<file path="src/rtl/capture_ctrl_if.sv">
// Bundle of the capture sequencer's register-decode, writer and status signals.
// slave = the sequencer itself, master = whoever drives its inputs.
interface capture_ctrl_if #(
    parameter int CNT_W = 16
) ();
    logic             sample_tick;
    logic             trig_in;
    logic             stable;
    logic             cfg_we;
    logic [1:0]       cfg_addr;
    logic [15:0]      cfg_wdata;
    logic             buf_done;
    logic             mcu_busy;
    logic             cap_start;
    logic             cap_abort;
    logic             buf_swap;
    logic [2:0]       busy_state;
    logic             auto_flag;
    logic [CNT_W-1:0] frame_cnt;

    modport slave (
        input  sample_tick, trig_in, stable, cfg_we, cfg_addr, cfg_wdata,
               buf_done, mcu_busy,
        output cap_start, cap_abort, buf_swap, busy_state, auto_flag, frame_cnt
    );

    modport master (
        output sample_tick, trig_in, stable, cfg_we, cfg_addr, cfg_wdata,
               buf_done, mcu_busy,
        input  cap_start, cap_abort, buf_swap, busy_state, auto_flag, frame_cnt
    );
endinterface

</file>
<file path="src/rtl/capture_ctrl.sv">
// ADC dual-buffer capture sequencer: decides when a frame starts, enforces
// hold-off between frames and waits for the MCU before swapping buffers.
module capture_ctrl #(
    parameter int CNT_W = 16
) (
    input  logic           clk,
    input  logic           rst_n,
    capture_ctrl_if.slave  bus
);

    typedef enum logic [2:0] {
        ST_IDLE      = 3'd0,
        ST_ARMED     = 3'd1,
        ST_CAPTURE   = 3'd2,
        ST_WAIT_READ = 3'd3,
        ST_HOLDOFF   = 3'd4
    } state_t;

    state_t           state_r;
    logic             arm_en_r;
    logic             single_r;
    logic [1:0]       mode_r;
    logic [CNT_W-1:0] holdoff_r;
    logic [CNT_W-1:0] timeout_r;
    logic [CNT_W-1:0] holdoff_lat_r;
    logic [CNT_W-1:0] timeout_lat_r;
    logic [CNT_W-1:0] cnt_r;
    logic             trig_prev_r;
    logic             cap_start_r;
    logic             cap_abort_r;
    logic             buf_swap_r;
    logic             auto_flag_r;
    logic [CNT_W-1:0] frame_cnt_r;

    logic             edge_s;
    logic             force_s;
    logic [CNT_W-1:0] cnt_inc_s;

    assign force_s   = bus.cfg_we && (bus.cfg_addr == 2'd3);
    assign cnt_inc_s = cnt_r + {{(CNT_W-1){1'b0}}, 1'b1};

    // Trigger qualification for the selected edge mode, only on sample ticks
    always_comb begin
        edge_s = 1'b0;
        if (bus.sample_tick) begin
            case (mode_r)
                2'b00:   edge_s = bus.trig_in & ~trig_prev_r;
                2'b01:   edge_s = ~bus.trig_in & trig_prev_r;
                2'b10:   edge_s = bus.trig_in ^ trig_prev_r;
                default: edge_s = 1'b1;
            endcase
        end else begin
            edge_s = 1'b0;
        end
    end

    // Register file, sequencer state machine and registered pulse/status outputs
    always_ff @(posedge clk or negedge rst_n) begin
        if (!rst_n) begin
            state_r       <= ST_IDLE;
            arm_en_r      <= 1'b0;
            single_r      <= 1'b0;
            mode_r        <= 2'b00;
            holdoff_r     <= {CNT_W{1'b0}};
            timeout_r     <= {CNT_W{1'b0}};
            holdoff_lat_r <= {CNT_W{1'b0}};
            timeout_lat_r <= {CNT_W{1'b0}};
            cnt_r         <= {CNT_W{1'b0}};
            trig_prev_r   <= 1'b0;
            cap_start_r   <= 1'b0;
            cap_abort_r   <= 1'b0;
            buf_swap_r    <= 1'b0;
            auto_flag_r   <= 1'b0;
            frame_cnt_r   <= {CNT_W{1'b0}};
        end else begin
            cap_start_r <= 1'b0;
            cap_abort_r <= 1'b0;
            buf_swap_r  <= 1'b0;

            if (bus.sample_tick) begin
                trig_prev_r <= bus.trig_in;
            end

            if (bus.cfg_we) begin
                case (bus.cfg_addr)
                    2'd0: begin
                        arm_en_r <= bus.cfg_wdata[0];
                        single_r <= bus.cfg_wdata[1];
                        mode_r   <= bus.cfg_wdata[3:2];
                    end
                    2'd1:    holdoff_r <= bus.cfg_wdata[CNT_W-1:0];
                    2'd2:    timeout_r <= bus.cfg_wdata[CNT_W-1:0];
                    default: ;
                endcase
            end

            // Loss of stable beats every other event, including config-driven exits
            if ((state_r != ST_IDLE) && !bus.stable) begin
                state_r     <= ST_IDLE;
                cap_abort_r <= (state_r == ST_CAPTURE);
            end else begin
                case (state_r)
                    ST_IDLE: begin
                        cnt_r <= {CNT_W{1'b0}};
                        if (arm_en_r && bus.stable) begin
                            state_r       <= ST_ARMED;
                            timeout_lat_r <= timeout_r;
                        end
                    end
                    ST_ARMED: begin
                        if (!arm_en_r) begin
                            state_r <= ST_IDLE;
                        end else if (edge_s || force_s) begin
                            state_r     <= ST_CAPTURE;
                            cap_start_r <= 1'b1;
                            auto_flag_r <= ~edge_s;
                        end else if (bus.sample_tick && (timeout_lat_r != {CNT_W{1'b0}})) begin
                            if (cnt_inc_s == timeout_lat_r) begin
                                state_r     <= ST_CAPTURE;
                                cap_start_r <= 1'b1;
                                auto_flag_r <= 1'b1;
                            end else begin
                                cnt_r <= cnt_inc_s;
                            end
                        end
                    end
                    ST_CAPTURE: begin
                        if (bus.buf_done) begin
                            state_r <= ST_WAIT_READ;
                        end
                    end
                    ST_WAIT_READ: begin
                        if (!bus.mcu_busy) begin
                            buf_swap_r  <= 1'b1;
                            frame_cnt_r <= frame_cnt_r + {{(CNT_W-1){1'b0}}, 1'b1};
                            cnt_r       <= {CNT_W{1'b0}};
                            if (single_r) begin
                                arm_en_r <= 1'b0;
                                state_r  <= ST_IDLE;
                            end else if (holdoff_r == {CNT_W{1'b0}}) begin
                                state_r       <= ST_ARMED;
                                timeout_lat_r <= timeout_r;
                            end else begin
                                state_r       <= ST_HOLDOFF;
                                holdoff_lat_r <= holdoff_r;
                            end
                        end
                    end
                    ST_HOLDOFF: begin
                        if (bus.sample_tick) begin
                            if (cnt_inc_s == holdoff_lat_r) begin
                                cnt_r         <= {CNT_W{1'b0}};
                                timeout_lat_r <= timeout_r;
                                state_r       <= arm_en_r ? ST_ARMED : ST_IDLE;
                            end else begin
                                cnt_r <= cnt_inc_s;
                            end
                        end
                    end
                    default: state_r <= ST_IDLE;
                endcase
            end
        end
    end

    assign bus.cap_start  = cap_start_r;
    assign bus.cap_abort  = cap_abort_r;
    assign bus.buf_swap   = buf_swap_r;
    assign bus.busy_state = state_r;
    assign bus.auto_flag  = auto_flag_r;
    assign bus.frame_cnt  = frame_cnt_r;

endmodule

</file>
<file path="src/flat_wrapper.sv">
// flat-port wrapper written by rule: the top's interface ports become plain ports
module capture_ctrl_flat 
#(
    parameter int CNT_W = 16
)
  (clk, rst_n, bus_sample_tick, bus_trig_in, bus_stable, bus_cfg_we, bus_cfg_addr, bus_cfg_wdata, bus_buf_done, bus_mcu_busy, bus_cap_start, bus_cap_abort, bus_buf_swap, bus_busy_state, bus_auto_flag, bus_frame_cnt);
  capture_ctrl_if #(.CNT_W(CNT_W)) bus_i ();
  input  logic clk;
  input  logic rst_n;
  input wire logic [$bits(bus_i.sample_tick)-1:0] bus_sample_tick;
  input wire logic [$bits(bus_i.trig_in)-1:0] bus_trig_in;
  input wire logic [$bits(bus_i.stable)-1:0] bus_stable;
  input wire logic [$bits(bus_i.cfg_we)-1:0] bus_cfg_we;
  input wire logic [$bits(bus_i.cfg_addr)-1:0] bus_cfg_addr;
  input wire logic [$bits(bus_i.cfg_wdata)-1:0] bus_cfg_wdata;
  input wire logic [$bits(bus_i.buf_done)-1:0] bus_buf_done;
  input wire logic [$bits(bus_i.mcu_busy)-1:0] bus_mcu_busy;
  output wire logic [$bits(bus_i.cap_start)-1:0] bus_cap_start;
  output wire logic [$bits(bus_i.cap_abort)-1:0] bus_cap_abort;
  output wire logic [$bits(bus_i.buf_swap)-1:0] bus_buf_swap;
  output wire logic [$bits(bus_i.busy_state)-1:0] bus_busy_state;
  output wire logic [$bits(bus_i.auto_flag)-1:0] bus_auto_flag;
  output wire logic [$bits(bus_i.frame_cnt)-1:0] bus_frame_cnt;
  assign bus_i.sample_tick = bus_sample_tick;
  assign bus_i.trig_in = bus_trig_in;
  assign bus_i.stable = bus_stable;
  assign bus_i.cfg_we = bus_cfg_we;
  assign bus_i.cfg_addr = bus_cfg_addr;
  assign bus_i.cfg_wdata = bus_cfg_wdata;
  assign bus_i.buf_done = bus_buf_done;
  assign bus_i.mcu_busy = bus_mcu_busy;
  assign bus_cap_start = bus_i.cap_start;
  assign bus_cap_abort = bus_i.cap_abort;
  assign bus_buf_swap = bus_i.buf_swap;
  assign bus_busy_state = bus_i.busy_state;
  assign bus_auto_flag = bus_i.auto_flag;
  assign bus_frame_cnt = bus_i.frame_cnt;
  capture_ctrl #(.CNT_W(CNT_W)) u_core (.clk(clk), .rst_n(rst_n), .bus(bus_i));
endmodule
</file>
<file path="config.mk">
export PLATFORM = sky130hd
export DESIGN_NAME = capture_ctrl_flat
export DESIGN_NICKNAME = d
export VERILOG_FILES = /design/src/rtl/capture_ctrl_if.sv /design/src/rtl/capture_ctrl.sv /design/src/flat_wrapper.sv
export SDC_FILE = /design/constraint.sdc
export NUM_CORES = 1
export LEC_CHECK = 0
export BUFFER_PORTS_ARGS = -buffer_cell sky130_fd_sc_hd__buf_4
export CAP_MARGIN = 20
export CORE_AREA = 5 5 166 152
export CTS_CLUSTER_SIZE = 10
export DETAILED_ROUTE_END_ITERATION = 16
export DIE_AREA = 0 0 171 157
export GPL_TIMING_DRIVEN = 0
export PLACE_DENSITY = 0.5
export SLEW_MARGIN = 30
export SYNTH_ARGS = -nofsm -noshare
export SYNTH_HDL_FRONTEND = slang
export SYNTH_SLANG_ARGS = --single-unit
</file>
<file path="constraint.sdc">
create_clock -name clk -period 3.4 [get_ports clk]
set_clock_uncertainty 0.05 [all_clocks]
set_input_delay 0.51 -clock clk [delete_from_list [all_inputs] [get_ports clk]]
set_output_delay 0.51 -clock clk [all_outputs]
set_load 0.005 [all_outputs]
</file>
==> results.py <==
metrics = {
    "status": {
        "status": "finished, final reports clean",
    },
    "power_and_ir_drop": {
        "internal-power_mw": 3.07,
        "total_power_mw": 4.71,
        "ir_worst_vdd_uv": 284,
        "clkPwrFrac_pct": 23.7,
        "leakagePower_nw": 3.05,
        "p_sw_share_pct": 34.8,
        "seq_power_share_pct": 40.6,
        "power_switching_mw": 1.64,
        "combPwrFrac_pct": 35.7,
        "powerDensity_nw_per_um2": 672,
    },
    "worst_setup_path": {
        "critPathKind": "flop to flop",
        "worstSetupEndpointType": "flop",
        "worstSetupStartpointType": "flop",
        "cp_max_fo": 7,
        "required_ps": 3590,
        "rrSetupSlack_ps": 100,
        "worstPathArrival_ps": 3490,
        "crit_start": "u_core.cnt_r[0]$_DFFE_PN0P_",
        "reg2reg_from": "u_core.cnt_r[0]$_DFFE_PN0P_",
    },
    "global_route": {
        "grt_max_degree": 109,
        "grt_pass1_vias": 4277,
        "grt_pass1_wl_mm": 24.0,
        "antenna_found_initial": 0,
        "grt-ovfl-total": 0,
        "gr-usage-all-layers_pct": 11.3,
    },
    "routing": {
        "drtIter0Drc": 254,
        "wire_per_inst_um": 16.7,
        "first_pass_iters": 4,
        "antenna_left": 0,
        "vias": 4121,
        "via_per_inst": 4.70,
        "drt_wl_total_mm": 14.7,
        "route.detailed.drc": 0,
    },
    "clock_tree": {
        "clk_pin_slew_worst_paths_ps": 70,
        "cts-buffers-inserted": 9,
        "clk_latency_ps": 350,
        "root_buffer": "clkbuf_16",
        "htree_levels": 3,
        "cts_sinks": 108,
        "clock_path_buffers": 2,
        "cts_tree": "yes",
    },
    "synth": {
        "synthArstFlopShare_pct": 100,
        "synth_area_sq_um": 5760,
        "synth.distinct_cells": 70,
        "ys_ff_latch": 108,
        "post_synth.cell_area_avg_sq_um": 11.3,
        "yosys_warnings": 0,
        "synth_edf_count": 0,
        "ys_seq_area_share_pct": 46.9,
        "syn_nets": 539,
        "synth_ff_type": "dfrtp_1",
        "synth_cells": 509,
    },
    "floorplan": {
        "die_area_sq_um": 26800,
        "fp.coreArea_sq_um": 23100,
        "start_util_pct": 24.9,
        "die_width_um": 171,
        "die_y_um": 157,
        "fp-row-count": 53,
        "pin_count": 49,
    },
    "sta": {
        "hold_viol_final": 0,
        "post-route-worst-setup-slack_ps": 96.9,
        "fmax_ghz": 0.303,
        "min_period_ps": 3300,
        "setup_viol": 0,
        "drv_slew": 0,
        "min_period_over_period_pct": 97.1,
        "rsz0062_at_grt": "no",
        "hold_slack_ps": 138,
        "tightest_slew_ps": 853,
        "relSlewSlack_pct": 43.1,
        "setup_tns_ps": 0,
    },
    "layout": {
        "area_growth_pct": 21.8,
        "drive_above_1_share_pct": 31.3,
        "fin_util_pct": 30.3,
        "fillers": 2348,
        "num-nets-final": 600,
        "antenna_cells": 0,
        "ff_latch_area_sq_um": 2700,
        "multi_input_area_sq_um": 3010,
    },
    "place": {
        "pre_cts_slack_ps": -735,
        "port-buffer-count": 47,
        "dp_hpwl_mm": 11.2,
        "gp_congestion": 0.831,
    },
    "worst_hold_path": {
        "worstHoldPathType": "input port to asynchronous set/reset pin",
    },
    "run": {
        "cap_violations": 0,
    },
}
what timing repair did:
item                                    4_1_cts  5_1_grt
pin swaps                                     2        1
gates resized for setup                      15       27
hold buffers                                  0        0
setup buffers                                 3        1
hold endpoints to repair                      0        0
endpoints found under the setup margin       37       30
layer usage:
| layer | part of all wire (%) | vias to the layer above | GRT usage [%] | wire [um] |
|---|---|---|---|---|
| met4 | 0.79 | 0 | 2.04 | 116 |
| met3 | 2.9 | 8 | 2.44 | 424 |
| met5 | 0 | - | 0 | 0 |
| li1 | - | 1979 | - | - |
| met2 | 46 | 59 | 17.6 | 6760 |
| met1 | 50 | 2075 | 16.2 | 7350 |
synthesized netlist by cell type (all sizes together) (3+ instances only):
library cell	instances	area (sq um)
a21bo	3	30.0
a21oi	7	35.0
inv	18	67.6
and3	7	48.8
xnor2	32	288
nand4	10	68.8
buf	17	100
nand2	30	113
mux2	70	826
dfrtp	108	2700
a22oi	11	82.6
nor4b	7	67.6
nor2	17	63.8
mux2i	3	30.0
xor2	14	123
o31ai	11	82.6
and2	6	37.5
nand2b	5	31.3
nor2b	10	62.6
o211ai	3	22.5
or3	3	18.8
nor3	9	45.0
ha	4	50.1
nand3	12	60.1
o21ai	17	85.1
nand3b	4	30.0
clkbuf	11	41.3
xnor3	4	90.1
nor4	14	87.6
nor3b	4	30.0
stage by stage:
step	instance area [sq um]	std cells
finish	7010	877
global route	7010	877
CTS	6920	876
detailed placement	6500	858
global placement	6490	858
floorplan	5760	509
cell families (layout without fill, tap and decap cells):
group           after synthesis  after routing  share of synthesized area (%)
compound gates               80             80                           10.0
xor+xnor                     51             51                           9.10
fa+ha+maj                     4              4                          0.869
buf+inv                      46            112                           3.63
flops                       108            108                           46.9
mux                          73             73                           14.9
simple gates                147            147                           14.6
critical path: stages (launching register included):
cell     delay [ps]
dfrtp_1         410
buf_4           190
and3_1          170
buf_4           150
xnor2_1         110
or4_1           550
a211o_1         330
or3_1           380
o31ai_1         230
a21bo_2         280
a221o_1         350
final timing paths:
path                                                        end  cells past startpoint
setup / recovery           u_core.bus.busy_state[1]$_DFFE_PN0P_                     10
hold / removal                     u_core.cnt_r[12]$_DFFE_PN0P_                      1
setup reg to reg           u_core.bus.busy_state[1]$_DFFE_PN0P_                     10
hold reg to reg                       u_core.arm_en_r$_DFF_PN0_                      1
max in group asynchronous   u_core.timeout_lat_r[3]$_DFFE_PN0P_                      1
min in group clk                 u_core.trig_prev_r$_DFFE_PN0P_                      3
power groups by stage:
stage / Combinational, mW / Sequential, mW / Clock, mW
finish: 1.68 / 1.91 / 1.12
global route: 1.84 / 1.96 / 1.21
floorplan: 1.13 / 1.80 / 0
global placement: 1.50 / 1.92 / 0
detailed placement: 1.52 / 1.94 / 0
CTS: 1.64 / 1.91 / 1.16
cells in the final DEF (no fill, tap or decap), drive strengths merged, types with 11 or more instances in the layout:
master / synthesis / layout
dfrtp: 108 / 108
mux2: 70 / 70
buf: 17 / 68
xnor2: 32 / 32
nand2: 30 / 30
inv: 18 / 21
clkbuf: 11 / 20
o21ai: 17 / 17
nor2: 17 / 17
xor2: 14 / 14
nor4: 14 / 14
nand3: 12 / 12
o31ai: 11 / 11
a22oi: 11 / 11
cell type report:
class | count | share of cell area [%]
inverter | 18 | 0.963
tap | 302 | 5.39
buffer | 27 | 2.11
sequential | 108 | 38.6
timing repair buffer | 51 | 5.57
clock inverter | 6 | 1.14
multi-input combinational | 355 | 42.9
clock buffer | 10 | 3.41
state kept, by name, summed over array words and instances, names as in the netlist, 2 cells and up:
signal	count
u_core.bus.frame_cnt	16
u_core.cnt_r	16
u_core.holdoff_lat_r	16
u_core.holdoff_r	16
u_core.timeout_lat_r	16
u_core.timeout_r	16
u_core.bus.busy_state	3
u_core.mode_r	2
(Power assumes the default switching activity.)
